--- src/rtl/lcd_pkg.sv ---
// HD44780 LCD write controller: shared states, command codes and helpers.
package lcd_pkg;

  typedef enum logic [2:0] {
    PWR_WAIT,
    IDLE,
    SETUP,
    PULSE,
    HOLD,
    WAIT
  } lcd_state_e;

  localparam logic [7:0] CMD_FUNC_SET = 8'h38;
  localparam logic [7:0] CMD_DISP_ON  = 8'h0C;
  localparam logic [7:0] CMD_CLEAR    = 8'h01;
  localparam logic [7:0] CMD_ENTRY    = 8'h06;
  localparam logic [7:0] CMD_HOME     = 8'h02;

  function automatic logic [7:0] init_cmd(
    input logic [1:0] idx
  );
    logic [7:0] c;
    unique case (idx)
      2'd0: c = CMD_FUNC_SET;
      2'd1: c = CMD_DISP_ON;
      2'd2: c = CMD_CLEAR;
      2'd3: c = CMD_ENTRY;
    endcase
    return c;
  endfunction

  // Clear and home need the long execution wait.
  function automatic logic is_slow(
    input logic       rs,
    input logic [7:0] data
  );
    return !rs && (data == CMD_CLEAR ||
                   data == CMD_HOME);
  endfunction

  function automatic int imax(
    input int a,
    input int b
  );
    return (a > b) ? a : b;
  endfunction

endpackage

--- src/rtl/lcd_delay_cnt.sv ---
// Loadable saturating down-counter; o_done marks the last cycle of a delay.
module lcd_delay_cnt #(
  parameter int unsigned   W       = 8,
  parameter logic [W-1:0]  RST_VAL = '0
) (
  input  logic         i_clk,
  input  logic         i_rst,
  input  logic         i_load,
  input  logic [W-1:0] i_val,
  output logic         o_done
);

  logic [W-1:0] cnt_q;

  always_ff @(posedge i_clk) begin
    if (i_rst) begin
      cnt_q <= RST_VAL;
    end else if (i_load) begin
      cnt_q <= i_val;
    end else if (cnt_q != '0) begin
      cnt_q <= cnt_q - W'(1);
    end
  end

  assign o_done = (cnt_q == W'(1));

endmodule

--- src/rtl/lcd_ctrl.sv ---
// HD44780 write-only controller: power-up init sequence, then one
// request-at-a-time byte writes with setup/pulse/hold/exec timing.
module lcd_ctrl
  import lcd_pkg::*;
#(
  parameter int SETUP_CYC    = 2,
  parameter int EN_CYC       = 25,
  parameter int HOLD_CYC     = 2,
  parameter int CMD_WAIT_CYC = 2500,
  parameter int CLR_WAIT_CYC = 82000,
  parameter int PWR_WAIT_CYC = 2500000
) (
  input  logic       i_clk,
  input  logic       i_rst,
  input  logic       i_req_valid,
  input  logic       i_req_rs,
  input  logic [7:0] i_req_data,
  output logic       o_req_ready,
  output logic       o_busy,
  output logic       o_lcd_en,
  output logic       o_lcd_rs,
  output logic       o_lcd_rw,
  output logic [7:0] o_lcd_data,
  output logic       o_lcd_on
);

  localparam int MAX_CYC = imax(
    imax(imax(SETUP_CYC, EN_CYC),
         imax(HOLD_CYC, CMD_WAIT_CYC)),
    imax(CLR_WAIT_CYC, PWR_WAIT_CYC));
  localparam int CW = $clog2(MAX_CYC + 1);

  localparam logic [CW-1:0] SETUP_W = CW'(SETUP_CYC);
  localparam logic [CW-1:0] EN_W    = CW'(EN_CYC);
  localparam logic [CW-1:0] HOLD_W  = CW'(HOLD_CYC);
  localparam logic [CW-1:0] CMD_W   = CW'(CMD_WAIT_CYC);
  localparam logic [CW-1:0] CLR_W   = CW'(CLR_WAIT_CYC);
  localparam logic [CW-1:0] PWR_W   = CW'(PWR_WAIT_CYC);

  lcd_state_e  state_q, state_d;
  logic        init_q, init_d;
  logic [1:0]  idx_q, idx_d;
  logic        rs_q, rs_d;
  logic [7:0]  data_q, data_d;
  logic        ld;
  logic [CW-1:0] ld_val;
  logic        done;
  logic        ready;

  lcd_delay_cnt #(
    .W       (CW),
    .RST_VAL (PWR_W)
  ) u_dly (
    .i_clk  (i_clk),
    .i_rst  (i_rst),
    .i_load (ld),
    .i_val  (ld_val),
    .o_done (done)
  );

  always_ff @(posedge i_clk) begin
    if (i_rst) begin
      state_q <= PWR_WAIT;
      init_q  <= 1'b1;
      idx_q   <= 2'd0;
      rs_q    <= 1'b0;
      data_q  <= 8'h00;
    end else begin
      state_q <= state_d;
      init_q  <= init_d;
      idx_q   <= idx_d;
      rs_q    <= rs_d;
      data_q  <= data_d;
    end
  end

  always_comb begin
    state_d = state_q;
    init_d  = init_q;
    idx_d   = idx_q;
    rs_d    = rs_q;
    data_d  = data_q;
    ld      = 1'b0;
    ld_val  = '0;
    unique case (state_q)
      PWR_WAIT: begin
        if (done) begin
          state_d = SETUP;
          rs_d    = 1'b0;
          data_d  = init_cmd(idx_q);
          ld      = 1'b1;
          ld_val  = SETUP_W;
        end
      end
      IDLE: begin
        if (i_req_valid && !init_q) begin
          state_d = SETUP;
          rs_d    = i_req_rs;
          data_d  = i_req_data;
          ld      = 1'b1;
          ld_val  = SETUP_W;
        end
      end
      SETUP: begin
        if (done) begin
          state_d = PULSE;
          ld      = 1'b1;
          ld_val  = EN_W;
        end
      end
      PULSE: begin
        if (done) begin
          state_d = HOLD;
          ld      = 1'b1;
          ld_val  = HOLD_W;
        end
      end
      HOLD: begin
        if (done) begin
          state_d = WAIT;
          ld      = 1'b1;
          ld_val  = is_slow(rs_q, data_q)
                    ? CLR_W : CMD_W;
        end
      end
      WAIT: begin
        if (done) begin
          state_d = IDLE;
          // Chain straight into the next init command.
          if (init_q) begin
            if (idx_q == 2'd3) begin
              init_d = 1'b0;
            end else begin
              idx_d   = idx_q + 2'd1;
              data_d  = init_cmd(idx_q + 2'd1);
              rs_d    = 1'b0;
              state_d = SETUP;
              ld      = 1'b1;
              ld_val  = SETUP_W;
            end
          end
        end
      end
      default: state_d = PWR_WAIT;
    endcase
  end

  assign ready       = (state_q == IDLE) && !init_q;
  assign o_req_ready = ready;
  assign o_busy      = !ready;
  assign o_lcd_en    = (state_q == PULSE);
  assign o_lcd_rs    = rs_q;
  assign o_lcd_data  = data_q;
  assign o_lcd_rw    = 1'b0;
  assign o_lcd_on    = !i_rst;

endmodule
--- config.mk ---
export PLATFORM = sky130hd
export DESIGN_NAME = lcd_ctrl
export DESIGN_NICKNAME = d
export VERILOG_FILES = /design/src/rtl/lcd_pkg.sv /design/src/rtl/lcd_delay_cnt.sv /design/src/rtl/lcd_ctrl.sv
export SDC_FILE = /design/constraint.sdc
export NUM_CORES = 1
export LEC_CHECK = 0
export CORE_MARGIN = 2
export CORE_UTILIZATION = 50
export CTS_CLUSTER_DIAMETER = 40
export DETAILED_ROUTE_END_ITERATION = 12
export PLACE_DENSITY = 0.75
export SKIP_CTS_REPAIR_TIMING = 1
export SLEW_MARGIN = 20
export SYNTH_ARGS = -nofsm -noshare
export SYNTH_HDL_FRONTEND = slang
export SYNTH_SLANG_ARGS = --single-unit
--- constraint.sdc ---
create_clock -name i_clk -period 1.7 [get_ports i_clk]
set_input_delay 0.425 -clock i_clk [delete_from_list [all_inputs] [get_ports i_clk]]
set_output_delay 0.425 -clock i_clk [all_outputs]
set_load 0.01 [all_outputs]
* Word-level counts from Yosys, hierarchy flattened
Index checks and enable logic that the tools add are counted.
W data, S select, Z words.
** Storage, ports and cells
- Flip-flop bits (word level) :: 37
- Bits of input ports :: 12
- Output and inout port bits :: 14
- Logic and storage cells :: 91
** Cells by class
- Add/subtract/negate cells :: 2
- Eq/ne operators :: 22
- Multiplexer cells :: 40
- Bitwise gates (word level) :: 1
- Reduce and logical (&&, ||, !) cells :: 20
** Operators with widths (count)
- $pmux W17 S5 :: 1
- $pmux W8 S4 :: 2
- $mux W22 :: 2
- $mux W8 :: 5
- $mux W17 :: 2
- $pmux W8 S3 :: 1
- $eq A22 B1 Y1 const B :: 1
- $reduce_bool A22 Y1 :: 1
- $sub A22 B1 Y22 const B :: 1
- $mux W3 :: 6
- $pmux W3 S6 :: 1
- $mux W2 :: 7
- $ne A2 B2 Y1 const B :: 7
- $reduce_and A6 Y1 :: 2
- $mux W1 :: 10
- $eq A2 B2 Y1 const B :: 4
- $eq A8 B1 Y1 const B :: 1
- $eq A8 B2 Y1 const B :: 1
- $eq A3 B2 Y1 const B :: 2
- $eq A3 B3 Y1 const B :: 2
- $pmux W1 S3 :: 2
- $mux W5 :: 1
- $eq A2 B1 Y1 const B :: 2
- $logic_not A1 Y1 :: 4
- other kinds (14) :: 17

* Depth between registers and ports, before layout
Gate-level depths: netlist of run 1.
- Depth in word-level cells :: 7
- Gate-level depth with buffers :: 8
- Mapped depth without buffers :: 7

* Modules after synthesis
A second synthesis of run 1 with hierarchy kept.
** Second synthesis, totals
- Cells, all modules :: 294
- Area, all modules :: 2393.5 um^2
** Modules (own cells, without submodules)
- lcd_delay_cnt :: instances 1, cells an instance 162, area an instance 1297.5 um^2, seq. area each 440.4 um^2
- lcd_ctrl :: instances 1, cells an instance 132, area an instance 1096.1 um^2, seq. area each 300.3 um^2

* Worst setup path after synthesis of run 1
No wires, ideal clock.
- Path kind :: register to register
- Start point :: reg idx_q[0]
- End point :: reg u_dly.cnt_q[8]
- Library setup time :: 116 ps
- Arrival time :: 1670 ps
- Data required time :: 1584 ps
- Slack :: -86 ps
- Stages on the path, launching flop included :: 8
- Path buffers :: 0
- Period minus slack after synthesis :: 1786 ps
- Cell sequence :: dfxtp_1 > ha_1 > nand3b_1 > a21oi_1 > nor2_1 > o21a_1 > nand2b_1 > a31o_2
** Between the ends
- Cells in the longest elaborated chain, start to end :: 6
- Elaborated cells on any way between the ends :: 7
- Classes of those cells :: 1 x eq/ne; 5 x mux; 1 x reduce/logical
** RTL lines
- start: declaration :: RTL line lcd_ctrl.sv:42 : logic [1:0] idx_q, idx_d;
- start signal: assignment :: RTL line lcd_ctrl.sv:71 : idx_q <= idx_d;
- $eq A2 B2 Y1 * :: RTL line lcd_ctrl.sv:131 : if (idx_q == 2'd3) begin
- $mux W1 * :: RTL line lcd_ctrl.sv:131
- $mux W1 * :: RTL line lcd_ctrl.sv:130 : if (init_q) begin
- $mux W1 * :: RTL line lcd_ctrl.sv:127 : if (done) begin
- $pmux W1 S3 * :: RTL line lcd_ctrl.sv:85 : unique case (state_q)
- $mux W22 / $reduce_bool A2 Y1 (equally long branches)
- end signal: assignment :: RTL line lcd_delay_cnt.sv:19 : cnt_q <= i_val;
- end signal: assignment :: RTL line lcd_delay_cnt.sv:21 : cnt_q <= cnt_q - W'(1);
- end: declaration :: RTL line lcd_delay_cnt.sv:13 : logic [W-1:0] cnt_q;
Mark *: on every way between the ends. The rest lies on a longest branch, timed or not.
A chain may end at the register's enable or synchronous reset.

* Worst setup path in the final report of run 1
- Start point :: reg u_dly.cnt_q[8]
- End point :: reg u_dly.cnt_q[14]
** Between the ends
- Cells in the longest elaborated chain, start to end :: 4
- Elaborated cells on any way between the ends :: 11
- Classes of those cells :: 1 x add/sub; 1 x eq/ne; 7 x mux; 2 x reduce/logical
** RTL lines
- branches (longest 4 deep; another with $sub A22 B1 Y22)
Parallel ways; which one is timed is not known. The select of a mux whose other input is x is not followed.

==> out/metrics.csv, run 1 <==
metric;value;unit
violations;setup timing;
io-pin-count;26;
crit_fanout;4;
via_per_inst;5.676;
rsz0062_at_grt;yes;
status;finished, violations left;
power_switching;0.4996;mW
reg2regPathDepth;6;
cts_buffer_depth;2;
sw_frac_of_total;25.40;%
start_util;51.31;%
critPathBufInv;0;
hp-class;flip-flop to flip-flop;
clk_latency;300;ps
netlist_area;0.002203;mm^2
ir_worst_vdd;0.3671;mV
crit_slowest_cell;or4_4;
numCtsBuffers;5;
ys_types;51;
ys_ff_latch;37;
final_cells;404;
hold_viol;0;
placement.io_buffers;24;
placed_cell_area;0.002887;mm^2
row_count;24;
syn_to_final_growth;51.11;%
drtIter0Drc;81;
wl_per_cell;16.38;um
drc;0;
grt_max_degree;24;
critPathArrivalTime;2070;ps
grt_use_total;23.70;%
grt_overflow_total;0;
yosys_warnings;0;
fillers;286;
cts_max_level;2;
period_needed;1883;ps
cp.required;1890;ps
cap_violations;0;
finalMaxSlewViolations;0;
cts_root_buf;clkbuf_8;
fin_skew;7.572;ps
finalSetupViolCount;33;
path_cells;or4_4 -> or3_4 -> nor2_2 -> xnor2_1 -> o22ai_1 -> nor2b_1;
p_leak;1.302;nW
tritoncts;built;
postRouteAntennaNets;0;
intPower;1.467;mW
p_comb_share;14.0;%
hold_depth;2;
fin_nets;373;
yosysSeqAreaShare;33.62;%
drive_gt1_share;37.78;%
dr.pass1.iters;4;
coreArea;0.004294;mm^2
routed_wl;6617;um
die_area;0.004954;mm^2
cp_num_cells;6;
grt_pass1_wl;9308;um
dp_hpwl;4231;um
crit_path_end_kind;flip-flop;
syn-num-nets;291;
fin_ws;-182.9;ps
holdWs;505.9;ps
setup_tns;-2438;ps
seqPwrFrac;47.3;%
p_per_area;590.6;mW/mm^2
cp_top_family;simple AND/OR/NAND/NOR gates;
place.gp.congestion;0.8074;
clk_pin_slew_worst_paths;80;ps
grt_pass1_vias;2022;
final_cell_area;0.003329;mm^2
numClockSinks;37;
crit_type;flip-flop to flip-flop;
num_antenna_cells;0;
dr_total_vias;2293;
syn-instance-count;270;
syn_area_per_cell;8.161;um^2
grt_antenna_before_repair;0;
dp_cells;386;
period_share;110.8;%
die_h;70.39;um
cp-start-kind;flip-flop;
clkPwrFrac;38.7;%
preCtsSetupSlack;-379.2;ps
die_width;70.39;um
max_freq;531.1;MHz
slowest_delay;560;ps
[registers in the layout, summed over array words and instances (netlist names)]
| signal | cells |
|---|---|
| o_lcd_rs | 1 |
| state_q | 3 |
| init_q | 1 |
| idx_q | 2 |
| u_dly.cnt_q | 22 |
| o_lcd_data | 8 |
[cell type report]
type	count	area (um^2)	area share, %
well taps	52	65.06	1.954
flip-flops and latches	37	753.2	22.62
clock inverters	2	35.03	1.052
inverters	9	33.78	1.015
repair buffers	87	778.2	23.37
clock buffers	5	68.82	2.067
multi-input cells	212	1595	47.91
[cells in the final DEF (no fill, tap or decap), types with 5 or more instances in the layout]
cell type,instances
nand3_1,9
buf_6,8
inv_1,5
buf_4,53
clkbuf_8,5
dfxtp_2,7
nor3_1,14
ha_1,7
clkdlybuf4s50_1,20
nor2_1,24
a21oi_1,19
xor2_1,9
o21ai_0,9
dfxtp_1,29
nand2_1,17
xnor2_1,10
[stage by stage]
step / utilization [%] / power (mW)
finish: 77.54 / 1.966
global route: 77.54 / 2.032
CTS: 69.64 / 1.919
detailed placement: 67.22 / 1.186
global placement: 67.22 / 1.177
floorplan: - / 1.074
[power by group through the flow]
stage	combinational, mW	clock, mW	sequential (mW)
2_1_floorplan	0.122	0	0.952
3_3_place_gp	0.231	0	0.946
3_5_place_dp	0.237	0	0.948
4_1_cts	0.239	0.752	0.928
5_1_grt	0.304	0.793	0.935
6_report	0.275	0.761	0.931
[worst min-delay path: stages, from the launching register on]
cell	delay [ps]
dfxtp_1	330
o21ai_0	70
a21oi_1	60
[Yosys cell counts, drive strengths merged]
| cell | n | share of area (%) |
|---|---|---|
| nor3 | 19 | 4.5 |
| and4 | 1 | 0.40 |
| o2111ai | 2 | 0.80 |
| nand3 | 14 | 3.4 |
| a31o | 1 | 0.40 |
| o21a | 2 | 0.68 |
| or4 | 1 | 0.34 |
| ha | 9 | 5.1 |
| nor2 | 27 | 4.6 |
| o22ai | 3 | 0.85 |
| nor2b | 3 | 0.85 |
| buf | 6 | 1.6 |
| a21boi | 1 | 0.34 |
| a211oi | 3 | 1.0 |
| nand2b | 4 | 1.1 |
| nand3b | 3 | 1.0 |
| dfxtp | 37 | 34 |
| xor2 | 9 | 3.6 |
| clkinv | 1 | 0.17 |
| a21bo | 2 | 0.91 |
| a22o | 3 | 1.2 |
| clkbuf | 6 | 1.0 |
| o21ai | 18 | 5.1 |
| mux2i | 4 | 1.8 |
| inv | 8 | 1.4 |
| a41oi | 1 | 1.2 |
| and3 | 4 | 1.2 |
| a21oi | 22 | 5.0 |
| nand4 | 2 | 0.85 |
| nor4 | 4 | 2.1 |
| o22a | 1 | 0.40 |
| and2 | 1 | 0.28 |
| o41a | 1 | 0.51 |
| conb | 1 | 0.17 |
| o31ai | 2 | 0.68 |
| o211ai | 1 | 0.34 |
| or3 | 6 | 1.9 |
| a31oi | 1 | 0.28 |
| a21o | 3 | 1.0 |
| nand2 | 22 | 3.7 |
| xnor2 | 11 | 4.4 |
[cell families (layout without fill, tap and decap cells)]
| kind of cell | after synthesis | in the layout | synth area share (%) |
|---|---|---|---|
| AND/OR/NAND/NOR | 111 | 111 | 26.41 |
| AO/OA/AOI/OAI | 67 | 67 | 20.78 |
| flip-flops | 37 | 37 | 33.62 |
| buffers and inverters | 21 | 103 | 4.145 |
| XOR/XNOR | 20 | 20 | 7.950 |
| adder cells (fa/ha/maj) | 9 | 9 | 5.111 |
| multiplexers | 4 | 4 | 1.817 |
| other | 1 | 1 | 0.1702 |
[final timing paths]
kind / start / to / slack [ps]
worst max-delay path: u_dly.cnt_q[8]$_SDFFE_PP1P_ / u_dly.cnt_q[14]$_SDFFE_PP0P_ / -180
worst min register to register: o_lcd_data[5]$_SDFFE_PP0P_ / o_lcd_data[5]$_SDFFE_PP0P_ / 510
worst min-delay path: o_lcd_data[5]$_SDFFE_PP0P_ / o_lcd_data[5]$_SDFFE_PP0P_ / 510
worst max register to register: u_dly.cnt_q[8]$_SDFFE_PP1P_ / u_dly.cnt_q[14]$_SDFFE_PP0P_ / -180
[per-layer routing]
metal  part of all wire, %  routed length (um)  vias to the layer above  track usage, %
met5                     0                   0                        -               0
met4                   1.6                 106                        0           7.265
met3                   4.2                 279                       11           3.896
met2                    50                3315                       54           38.16
met1                    44                2916                     1108           32.41
li1                      -                   -                     1120               -
Power figures use the tool's default switching activity.
==> run 2: changes to the inputs <==
--- a/config.mk
+++ b/config.mk
@@ -5,11 +5,13 @@
 export SDC_FILE = /design/constraint.sdc
 export NUM_CORES = 1
 export LEC_CHECK = 0
+export ABC_CLOCK_PERIOD_IN_PS = 1700
 export CORE_MARGIN = 2
 export CORE_UTILIZATION = 50
 export CTS_CLUSTER_DIAMETER = 40
 export DETAILED_ROUTE_END_ITERATION = 12
 export PLACE_DENSITY = 0.75
+export REMOVE_ABC_BUFFERS = 1
 export SKIP_CTS_REPAIR_TIMING = 1
 export SLEW_MARGIN = 20
 export SYNTH_ARGS = -nofsm -noshare
==> run 2 against run 1 <==
Total power rose by 11%. The flow still finishes with violations (setup timing). Highest routed layer unchanged. Global-route usage up 0.54 points. Clock power up 27%. Sequential share of layout area fell by 2.0 points. Maximum frequency down 3.5%. Count of clock-buffer cells in the layout is the same. Core utilization up 7.1 points. Combinational power grew 4%.
==> out/metrics.csv, run 2 (same netlist as run 1, synthesis figures left out) <==
metric;value;unit;change
status;finished, violations left;;
violations;setup timing;;
cap_violations;0;;unchanged
placed_cell_area;0.002929;mm^2;+1.5%
min_from;o_lcd_data[7]$_SDFFE_PP0P_;;
grt_antenna_before_repair;0;;unchanged
clk_latency;310;ps;about the same
final_common_cell;buf_4;;
rsz0062_at_grt;yes;;
max_freq;512.5;MHz;-3.5%
cp.required;1900;ps;about the same
clk_pin_slew_worst_paths;90;ps;about the same
finalSetupViolCount;36;;+9.1%
p_per_area;599.0;mW/mm^2;+1.4%
finalMaxSlewViolations;0;;unchanged
num_antenna_cells;0;;unchanged
critPathBufInv;3;;+3
grt_overflow_total;0;;unchanged
r2r_start;u_dly.cnt_q[11]$_SDFFE_PP0P_;;
seqPwrFrac;42.5;%;-4.8 points
grt_pass1_wl;9666;um;+3.8%
final_cell_area;0.003632;mm^2;+9.1%
hold_viol;0;;unchanged
place.gp.congestion;0.8729;;+8.1%
dr.pass1.iters;4;;unchanged
path_cells;nor4_4 -> and2_4 -> buf_6 -> nand3_4 -> o21ai_4 -> buf_4 -> buf_4 -> a21o_1 -> a21oi_1;;
crit_start;u_dly.cnt_q[11]$_SDFFE_PP0P_;;
dr_total_vias;2458;;+7.2%
period_share;114.8;%;+4.0 points
largest_reg_flops;22;;unchanged
period_needed;1951;ps;+68.49 ps
power_switching;0.5427;mW;+8.6%
crit_type;flip-flop to flip-flop;;
p_leak;1.431;nW;+9.9%
placement.io_buffers;24;;unchanged
r2r_slack;-250;ps;-70 ps
die_width;70.39;um;unchanged
top_layer_used;met4;;
fin_skew;13.42;ps;+5.847 ps
coreArea;0.004294;mm^2;unchanged
tritoncts;built;;
final_cell_mix;buf_4, dfxtp_1, nor2_1;;
crit_top_cell;buf_4;;
syn_to_final_growth;64.85;%;
drtIter0Drc;158;;+95%
crit_path_end_kind;flip-flop;;
drc;0;;unchanged
cts_buffer_depth;2;;unchanged
numCtsBuffers;5;;unchanged
wl_met3;350;um;+25%
clkPwrFrac;44.4;%;+5.7 points
start_util;51.31;%;unchanged
reg2regPathDepth;9;;+3
crit_slowest_cell;dfxtp_2;;
die_area;0.004954;mm^2;unchanged
p_comb_share;13.1;%;-0.9 points
io-pin-count;26;;unchanged
routed_wl;7588;um;+15%
postRouteAntennaNets;0;;unchanged
hp-class;flip-flop to flip-flop;;
numClockSinks;37;;unchanged
grt_max_degree;24;;unchanged
fin_nets;385;;+3.2%
cp_top_family;simple AND/OR/NAND/NOR gates;;
intPower;1.633;mW;+11%
cts_max_level;2;;unchanged
cp_num_cells;9;;+3
dp_cells;396;;+2.6%
dr_wl_met2;4138;um;+25%
regMostFlops;u_dly.cnt_q;;
ir_worst_vdd;0.5256;mV;+43%
wl_met1;2749;um;-5.7%
fin_ws;-251.3;ps;-68.50 ps
rr_endpoint;u_dly.cnt_q[3]$_SDFFE_PP0P_;;
cp-start-kind;flip-flop;;
grt_use_total;24.24;%;+0.54 points
via_per_inst;5.894;;+3.9%
sw_frac_of_total;24.94;%;-0.46 points
wl_per_cell;18.20;um;+11%
grt_pass1_vias;2224;;+10%
hold_depth;1;;-1
utilization;84.59;%;+7.1 points
dp_hpwl;4320;um;+2.1%
slowest_delay;370;ps;-190 ps
die_h;70.39;um;unchanged
row_count;24;;unchanged
final_cells;417;;+3.2%
crit_end;u_dly.cnt_q[3]$_SDFFE_PP0P_;;
crit_fanout;6;;+2
drive_gt1_share;43.56;%;+5.8 points
cts_root_buf;clkbuf_8;;
critPathArrivalTime;2150;ps;+80 ps
## run 2: cell types whose count changed in the layout (fill, tap and decap cells not counted), moves of 3 or more
cell     change
buf_4        +8
nor3_1       -6
o21ai_0      -6
nor3_4       +5
nand3_1      -4
nand3_2      +3
o21ai_1      +3
o21ai_2      +3
## run 2: metal layers
layer,GRT usage (%),up-vias
met4,8.974,0
met3,5.339,31
met1,28.21,1187
met5,0,-
met2,43.08,91
li1,-,1149
## run 2: power groups by stage
stage	registers [mW]	logic [mW]	clock network, mW
final	0.924	0.286	0.966
after CTS	0.923	0.254	0.955
after floorplan	0.950	0.113	0
after global routing	0.929	0.311	1.00
after global placement	0.943	0.246	0
after detailed placement	0.943	0.252	0
## run 2: worst register-to-register path: stages (launching register included)
cell and delay (ps):
dfxtp_2 370, nor4_4 340, and2_4 270, buf_6 120
nand3_4 80, o21ai_4 260, buf_4 160, buf_4 100
a21o_1 80, a21oi_1 60
## run 2: worst min-delay path by stage
stage / slack, ps / end
4_1_cts: 500 / o_lcd_data[5]$_SDFFE_PP0P_
3_3_place_gp: 490 / o_lcd_data[3]$_SDFFE_PP0P_
6_report: 520 / o_lcd_data[7]$_SDFFE_PP0P_
3_5_place_dp: 490 / o_lcd_data[5]$_SDFFE_PP0P_
5_1_grt: 550 / o_lcd_data[7]$_SDFFE_PP0P_
2_1_floorplan: 490 / init_q$_SDFFE_PP1P_
## run 2: metrics by stage
step	total power [mW]	setup slack (ps)	setup TNS [ps]	hold slack, ps
floorplan	1.063	-298.8	-4352	491.2
global placement	1.188	-410.0	-10610	485.4
detailed placement	1.195	-448.5	-11840	486.4
CTS	2.132	-477.4	-13400	497.7
global route	2.241	-351.8	-9291	546.3
finish	2.176	-251.3	-6160	517.4
## run 2: layout make-up
type	instances	area [um^2]
clock inverters	3	68.82
well taps	52	65.06
repair buffers	99	883.3
multi-input cells	212	1762
fillers	222	661.9
inverters	9	33.78
clock buffers	5	68.82
flip-flops and latches	37	750.7
